## src/rtl/systolic_tile.sv

```systemverilog
// systolic_tile: output-stationary ROWS x COLS multiply-accumulate array with internal input skew.
// Build option: define SYSTOLIC_SIGNED_EN for two's-complement operands (unsigned otherwise).
module systolic_tile #(
  parameter int ROWS   = 4,
  parameter int COLS   = 4,
  parameter int DATA_W = 8,
  parameter int ACC_W  = 32,
  parameter int K_W    = 8
) (
  input  logic                                 clk,
  input  logic                                 reset,
  input  logic                                 start,
  input  logic [K_W-1:0]                       k_len,
  input  logic                                 in_valid,
  output logic                                 in_ready,
  input  logic [ROWS-1:0][DATA_W-1:0]          a_in,
  input  logic [COLS-1:0][DATA_W-1:0]          b_in,
  output logic                                 busy,
  output logic                                 done,
  output logic [ROWS-1:0][COLS-1:0][ACC_W-1:0] out
);

  localparam int PW = 2 * DATA_W;
  localparam int FL = ROWS + COLS - 2;
  localparam int DL = ROWS + COLS - 1;
  localparam int FW = 6;
  localparam logic [FW-1:0] FL_LAST = FW'((FL > 0) ? FL - 1 : 0);

  typedef enum logic [1:0] {IDLE, STREAM, FLUSH, DONE} state_t;

  state_t         state;
  state_t         state_next;
  logic [K_W-1:0] k_len_q;
  logic [K_W-1:0] beat_cnt;
  logic [FW-1:0]  flush_cnt;
  logic           start_acc;
  logic           vld_p0;
  logic           last_beat;

  logic [DATA_W-1:0] a_tap [ROWS][DL+1];
  logic [DATA_W-1:0] b_tap [COLS][DL+1];
  logic [DATA_W-1:0] a_dly_p1 [ROWS][DL];
  logic [DATA_W-1:0] b_dly_p1 [COLS][DL];

  function automatic logic [ACC_W-1:0] mul_ext(input logic [DATA_W-1:0] a,
                                               input logic [DATA_W-1:0] b);
`ifdef SYSTOLIC_SIGNED_EN
    logic signed [PW-1:0] ax;
    logic signed [PW-1:0] bx;
    logic signed [PW-1:0] p;
    logic [ACC_W-1:0]     r;
    ax = {{DATA_W{a[DATA_W-1]}}, a};
    bx = {{DATA_W{b[DATA_W-1]}}, b};
    p  = ax * bx;
    r  = {ACC_W{p[PW-1]}};
    r[PW-1:0] = p;
    return r;
`else
    logic [PW-1:0]    ax;
    logic [PW-1:0]    bx;
    logic [PW-1:0]    p;
    logic [ACC_W-1:0] r;
    ax = {{DATA_W{1'b0}}, a};
    bx = {{DATA_W{1'b0}}, b};
    p  = ax * bx;
    r  = '0;
    r[PW-1:0] = p;
    return r;
`endif
  endfunction

  assign start_acc = start && ((state == IDLE) || (state == DONE));
  assign in_ready  = reset && (state == STREAM);
  assign busy      = reset && ((state == STREAM) || (state == FLUSH));
  assign done      = reset && (state == DONE);
  assign vld_p0    = in_valid && in_ready;
  assign last_beat = vld_p0 && ((beat_cnt + K_W'(1)) == k_len_q);

  always_comb begin
    state_next = state;
    case (state)
      IDLE, DONE: begin
        if (start) begin
          state_next = (k_len == '0) ? DONE : STREAM;
        end else if (state == DONE) begin
          state_next = IDLE;
        end
      end
      STREAM: if (last_beat) state_next = (FL == 0) ? DONE : FLUSH;
      FLUSH:  if (flush_cnt == FL_LAST) state_next = DONE;
      default: state_next = IDLE;
    endcase
  end

  always_ff @(posedge clk) begin
    if (!reset) begin
      state     <= IDLE;
      k_len_q   <= '0;
      beat_cnt  <= '0;
      flush_cnt <= '0;
    end else begin
      state <= state_next;
      if (start_acc) begin
        k_len_q   <= k_len;
        beat_cnt  <= '0;
        flush_cnt <= '0;
      end else begin
        if (vld_p0) beat_cnt <= beat_cnt + K_W'(1);
        if (state == FLUSH) flush_cnt <= flush_cnt + FW'(1);
      end
    end
  end

  // stage p0: tap d of a channel is that channel delayed d cycles; bubbles enter as zero
  always_comb begin
    for (int i = 0; i < ROWS; i++) begin
      a_tap[i][0] = vld_p0 ? a_in[i] : '0;
      for (int d = 1; d <= DL; d++) a_tap[i][d] = a_dly_p1[i][d-1];
    end
    for (int j = 0; j < COLS; j++) begin
      b_tap[j][0] = vld_p0 ? b_in[j] : '0;
      for (int d = 1; d <= DL; d++) b_tap[j][d] = b_dly_p1[j][d-1];
    end
  end

  // stage p1: row i skew plus j right-hops (and column j skew plus i down-hops) meet at PE(i,j) after i+j cycles
  always_ff @(posedge clk) begin
    if (!reset || start_acc) begin
      for (int i = 0; i < ROWS; i++)
        for (int d = 0; d < DL; d++) a_dly_p1[i][d] <= '0;
      for (int j = 0; j < COLS; j++)
        for (int d = 0; d < DL; d++) b_dly_p1[j][d] <= '0;
      out <= '0;
    end else begin
      for (int i = 0; i < ROWS; i++)
        for (int d = 0; d < DL; d++) a_dly_p1[i][d] <= a_tap[i][d];
      for (int j = 0; j < COLS; j++)
        for (int d = 0; d < DL; d++) b_dly_p1[j][d] <= b_tap[j][d];
      for (int i = 0; i < ROWS; i++)
        for (int j = 0; j < COLS; j++)
          out[i][j] <= out[i][j] + mul_ext(a_tap[i][i+j], b_tap[j][i+j]);
    end
  end

endmodule

```

## config.mk

```make
export PLATFORM = sky130hd
export DESIGN_NAME = systolic_tile
export DESIGN_NICKNAME = d
export VERILOG_FILES = /design/src/rtl/systolic_tile.sv
export SDC_FILE = /design/constraint.sdc
export NUM_CORES = 2
export LEC_CHECK = 0
export CORE_ASPECT_RATIO = 0.75
export CORE_MARGIN = 1.5
export CORE_UTILIZATION = 46
export DETAILED_ROUTE_END_ITERATION = 12
export GPL_TIMING_DRIVEN = 0
export PLACE_DENSITY_LB_ADDON = 0.08
export SYNTH_ARGS = -nofsm -noshare
export SYNTH_HDL_FRONTEND = slang
export SYNTH_SLANG_ARGS = --single-unit
```

## constraint.sdc

```tcl
create_clock -name clk -period 7.1 [get_ports clk]
set_input_delay 1.065 -clock clk [delete_from_list [all_inputs] [get_ports clk]]
set_output_delay 1.065 -clock clk [all_outputs]
set_load 0.01 [all_outputs]
```

==> metrics.md <==
| Metric | Value |
|---|---|
| Final nets | `9926` |
| Routed WL | `223 mm` |
| Placed Area | `0.0769 mm2` |
| Starting Density | `0.464` |
| Int Pwr | `7.98 mW` |
| # IOs | `591` |
| Die W | `448 um` |
| First-pass GRT wire length | `335 mm` |
| Initial antenna violation count | `27` |
| Critical Path Source | `in_valid` |
| Clock Power Share | `0.446` |
| Comb pwr share | `0.155` |
| ANT nets after route | `0` |
| Final Max Slew Viols | `0` |
| Resize count post-CTS | `0` |
| Status | `completed` |
| Crit share post-route | `0.949` |
| Initial drt markers | `4012` |
| Total gr overflow | `0` |
| Ys Warns | `0` |
| H-tree depth | `3` |
| Worst Slack Setup Final | `0.363 ns` |
| Hold buffer count at CTS | `0` |
| Distinct cell type count after synthesis | `96` |
| Total Routing Usage GR | `0.295` |
| CP endpoint | `out[30]` |
| Area leader, netlist | `dfxtp_1` |
| Hold depth | `1` |
| P_sw | `3.84 mW` |
| Leak | `38.3 nW` |
| Layout cell share with drive strength beyond 1 | `0.0320` |
| Final hold slack | `0.455 ns` |
| Max Clk Rate | `148 MHz` |
| Worst skew pair latency | `0.73 ns` |
| Clock Skews | `0.0191 ns` |
| RR Startpoint | `state[0]` |
| Mean Syn Cell Area | `8.89 um2` |
| R2R depth | `22` |
| Share of synthesized registers carrying an async set or reset | `0` |
| Worst Path Max Fanout | `10` |
| EDFF count, synth | `0` |
| Via count | `55227` |
| Root buffer cell | `clkbuf_16` |
| WP data required | `7.68 ns` |
| Relative max-transition margin | `0.0437` |
| CTS Sinks | `824` |
| Die extent in y | `337 um` |
| Total core area | `0.148 mm2` |
| Reg2reg end | `out[30]` |
| Mapped Cells | `7696` |
| Core Rows | `122` |
| Reg clk slew, reported paths | `0.06 ns` |
| FF+latch count, synth | `824` |
| Placed cells | `10272` |
| Router iterations before antenna repair | `5` |
| RSZ-0062 raised after global routing | `false` |
| GP Congestion | `0.927` |
| Non-Filler Instances | `10473` |
| CP startpoint kind | `input port` |
| Per-cell routed wire length | `21.3 um` |
| Drt via density | `5.27` |
| CP Class | `in2reg` |
| Port bufs | `588` |
| Power density over the cells | `147 mW/mm2` |
| Number of fill cells | `13690` |
| Final core occ | `0.544` |
| Synthesis-to-finish area growth | `17.3%` |
| Synth Cell Area | `0.0685 mm2` |
| Max-Cap Viols | `0` |
| Cell area after layout | `0.0803 mm2` |
| Internal reg-to-reg setup slack | `0.54 ns` |
| CP arrival | `7.32 ns` |
| Switching Share | `0.325` |
| Largest net degree at the start of global routing | `14` |
| Sequential share of the synthesized area | `0.241` |
| Die area | `0.151 mm2` |
| Peak supply drop | `0.166 mV` |
| Hold Crit Class | `reg2reg` |
| Final routed DRC violation total | `0` |
| Critical Path End Type | `flop` |
| Worst-Margin Slew | `1.43 ns` |
| Main area contributors after synthesis | `dfxtp_1 24%, fa_1 23%, ha_1 12%` |
| Clk buf depth | `3` |
| # setup viols final | `0` |
| Synth Flop Type | `dfxtp_1` |
| Vias in the first global route | `53502` |
| TritonCTS Buffers | `96` |
| Placement Setup Slack | `-0.259 ns` |
| Min cycle time layout | `6.74 ns` |
| Final Hold Violating Endpoints | `0` |
| DP Wirelength | `179 mm` |
| Sequential Power Share | `0.399` |
| Top cell type's share of synthesized area | `0.241` |
| Syn_nets | `9234` |
| Postcts setup bufs | `0` |
| CTS tree | `built` |
[synth_stat cells, types with 7 or more instances]
master     number
a211oi_1       32
a21boi_0       29
a21o_1         74
a21oi_1       228
a31o_2          7
a31oi_1        43
and2_1        470
and3_1        450
and4_1         12
buf_1           8
buf_2          11
clkbuf_1      264
dfxtp_1       824
fa_1          800
ha_1          662
inv_1        1358
mux2i_1        35
nand2_1       804
nand2b_1       71
nand3_1       103
nand3b_1        9
nand4_1        32
nor2_1        366
nor2b_1        41
nor3_1        121
nor3b_1        25
nor4_1         21
nor4b_1         8
o2111ai_1       8
o211ai_1       42
o21a_1         39
o21ai_0       176
o21ai_1        15
o21bai_1       12
o31ai_1        21
or2_2          14
or3_1          88
or4_1          35
xnor2_1       112
xor2_1        116
[metrics by stage]
step                total power, mW  setup TNS [ns]
global placement               6.58           -2.27
finish                         11.8               0
floorplan                      5.49               0
CTS                            11.9               0
global route                   12.2               0
detailed placement             6.63           -2.33
[cell type report]
type / count / area, um2 / share of cell area
clock buffer: 135 / 2790 / 0.0348
antenna: 18 / 45.0 / 0.000561
buffer: 289 / 1160 / 0.0145
inverter: 1358 / 5100 / 0.0635
timing repair buffer: 594 / 6010 / 0.0748
multi-input combinational: 5225 / 45700 / 0.569
tap: 1984 / 2480 / 0.0309
clock inverter: 46 / 484 / 0.00603
sequential: 824 / 16500 / 0.205
[metal layers]
| metal | vias to the layer above | wire [um] | share of wire | GRT usage |
|---|---|---|---|---|
| li1 | 25987 | - | - | - |
| met1 | 27193 | 102000 | 0.45 | 0.420 |
| met2 | 1715 | 94400 | 0.42 | 0.435 |
| met3 | 318 | 17000 | 0.076 | 0.0607 |
| met4 | 14 | 10300 | 0.046 | 0.118 |
| met5 | - | 96 | 0.00043 | 0 |
[layout by cell type (no fill, tap or decap), types with 32 or more instances in the layout]
cell type	instances
a211oi_1	32
a21o_1	74
a21oi_1	228
a31oi_1	43
and2_1	470
and3_1	450
clkbuf_1	266
clkbuf_16	98
clkdlybuf4s50_1	588
dfxtp_1	824
fa_1	800
ha_1	662
inv_1	1358
mux2i_1	35
nand2_1	804
nand2b_1	71
nand3_1	103
nand4_1	32
nor2_1	366
nor2b_1	41
nor3_1	121
o211ai_1	42
o21a_1	39
o21ai_0	176
or3_1	88
or4_1	35
xnor2_1	112
xor2_1	116
[sequential cells by signal, summed over array words and instances (netlist names)]
register and count:
beat_cnt 8, flush_cnt 6, state 2, k_len_q 8, b_dly_p1 144, out 512, a_dly_p1 144
[how the worst min path moves through the flow]
stage | startpoint | to
after floorplan | a_dly_p1[2][48] | a_dly_p1[2][40]
after global placement | a_dly_p1[3][51] | a_dly_p1[3][43]
after detailed placement | a_dly_p1[3][40] | a_dly_p1[3][32]
after CTS | b_dly_p1[2][48] | b_dly_p1[2][40]
after global routing | b_dly_p1[2][51] | b_dly_p1[2][43]
final | a_dly_p1[3][48] | a_dly_p1[3][40]
[critical path: stages]
cell             delay [ns]
clkdlybuf4s50_1        0.48
and3_1                 0.15
clkbuf_1               0.33
clkbuf_1               0.54
clkbuf_1               0.45
and3_1                 0.25
fa_1                   0.46
fa_1                   0.48
fa_1                   0.49
inv_1                  0.05
fa_1                   0.49
inv_1                  0.05
ha_1                   0.32
o21a_1                 0.12
o21ai_0                0.27
nor3_2                 0.11
nor4_1                 0.50
o31a_1                 0.22
buf_2                  0.19
nor3_1                 0.10
xnor2_1                0.16
nor2_1                 0.05
[cell families (layout without fill, tap and decap cells)]
logic type,after synthesis,after routing,synth area share
multiplexers,35,35,0.00512
buffers and inverters,1647,2422,0.0911
XOR/XNOR,228,228,0.0292
AND/OR/NAND/NOR,2695,2695,0.202
flip-flops,824,824,0.241
AO/OA/AOI/OAI,804,804,0.0761
adder cells (fa/ha/maj),1463,1463,0.355
other,0,18,0
[power by group through the flow]
| stage | logic (mW) | registers (mW) | clock network, mW |
|---|---|---|---|
| 2_1_floorplan | 0.691 | 4.80 | 0 |
| 3_3_place_gp | 1.76 | 4.82 | 0 |
| 3_5_place_dp | 1.81 | 4.82 | 0 |
| 4_1_cts | 1.82 | 4.71 | 5.36 |
| 5_1_grt | 1.92 | 4.72 | 5.53 |
| 6_report | 1.83 | 4.72 | 5.27 |
Power figures use the tool's default switching activity.
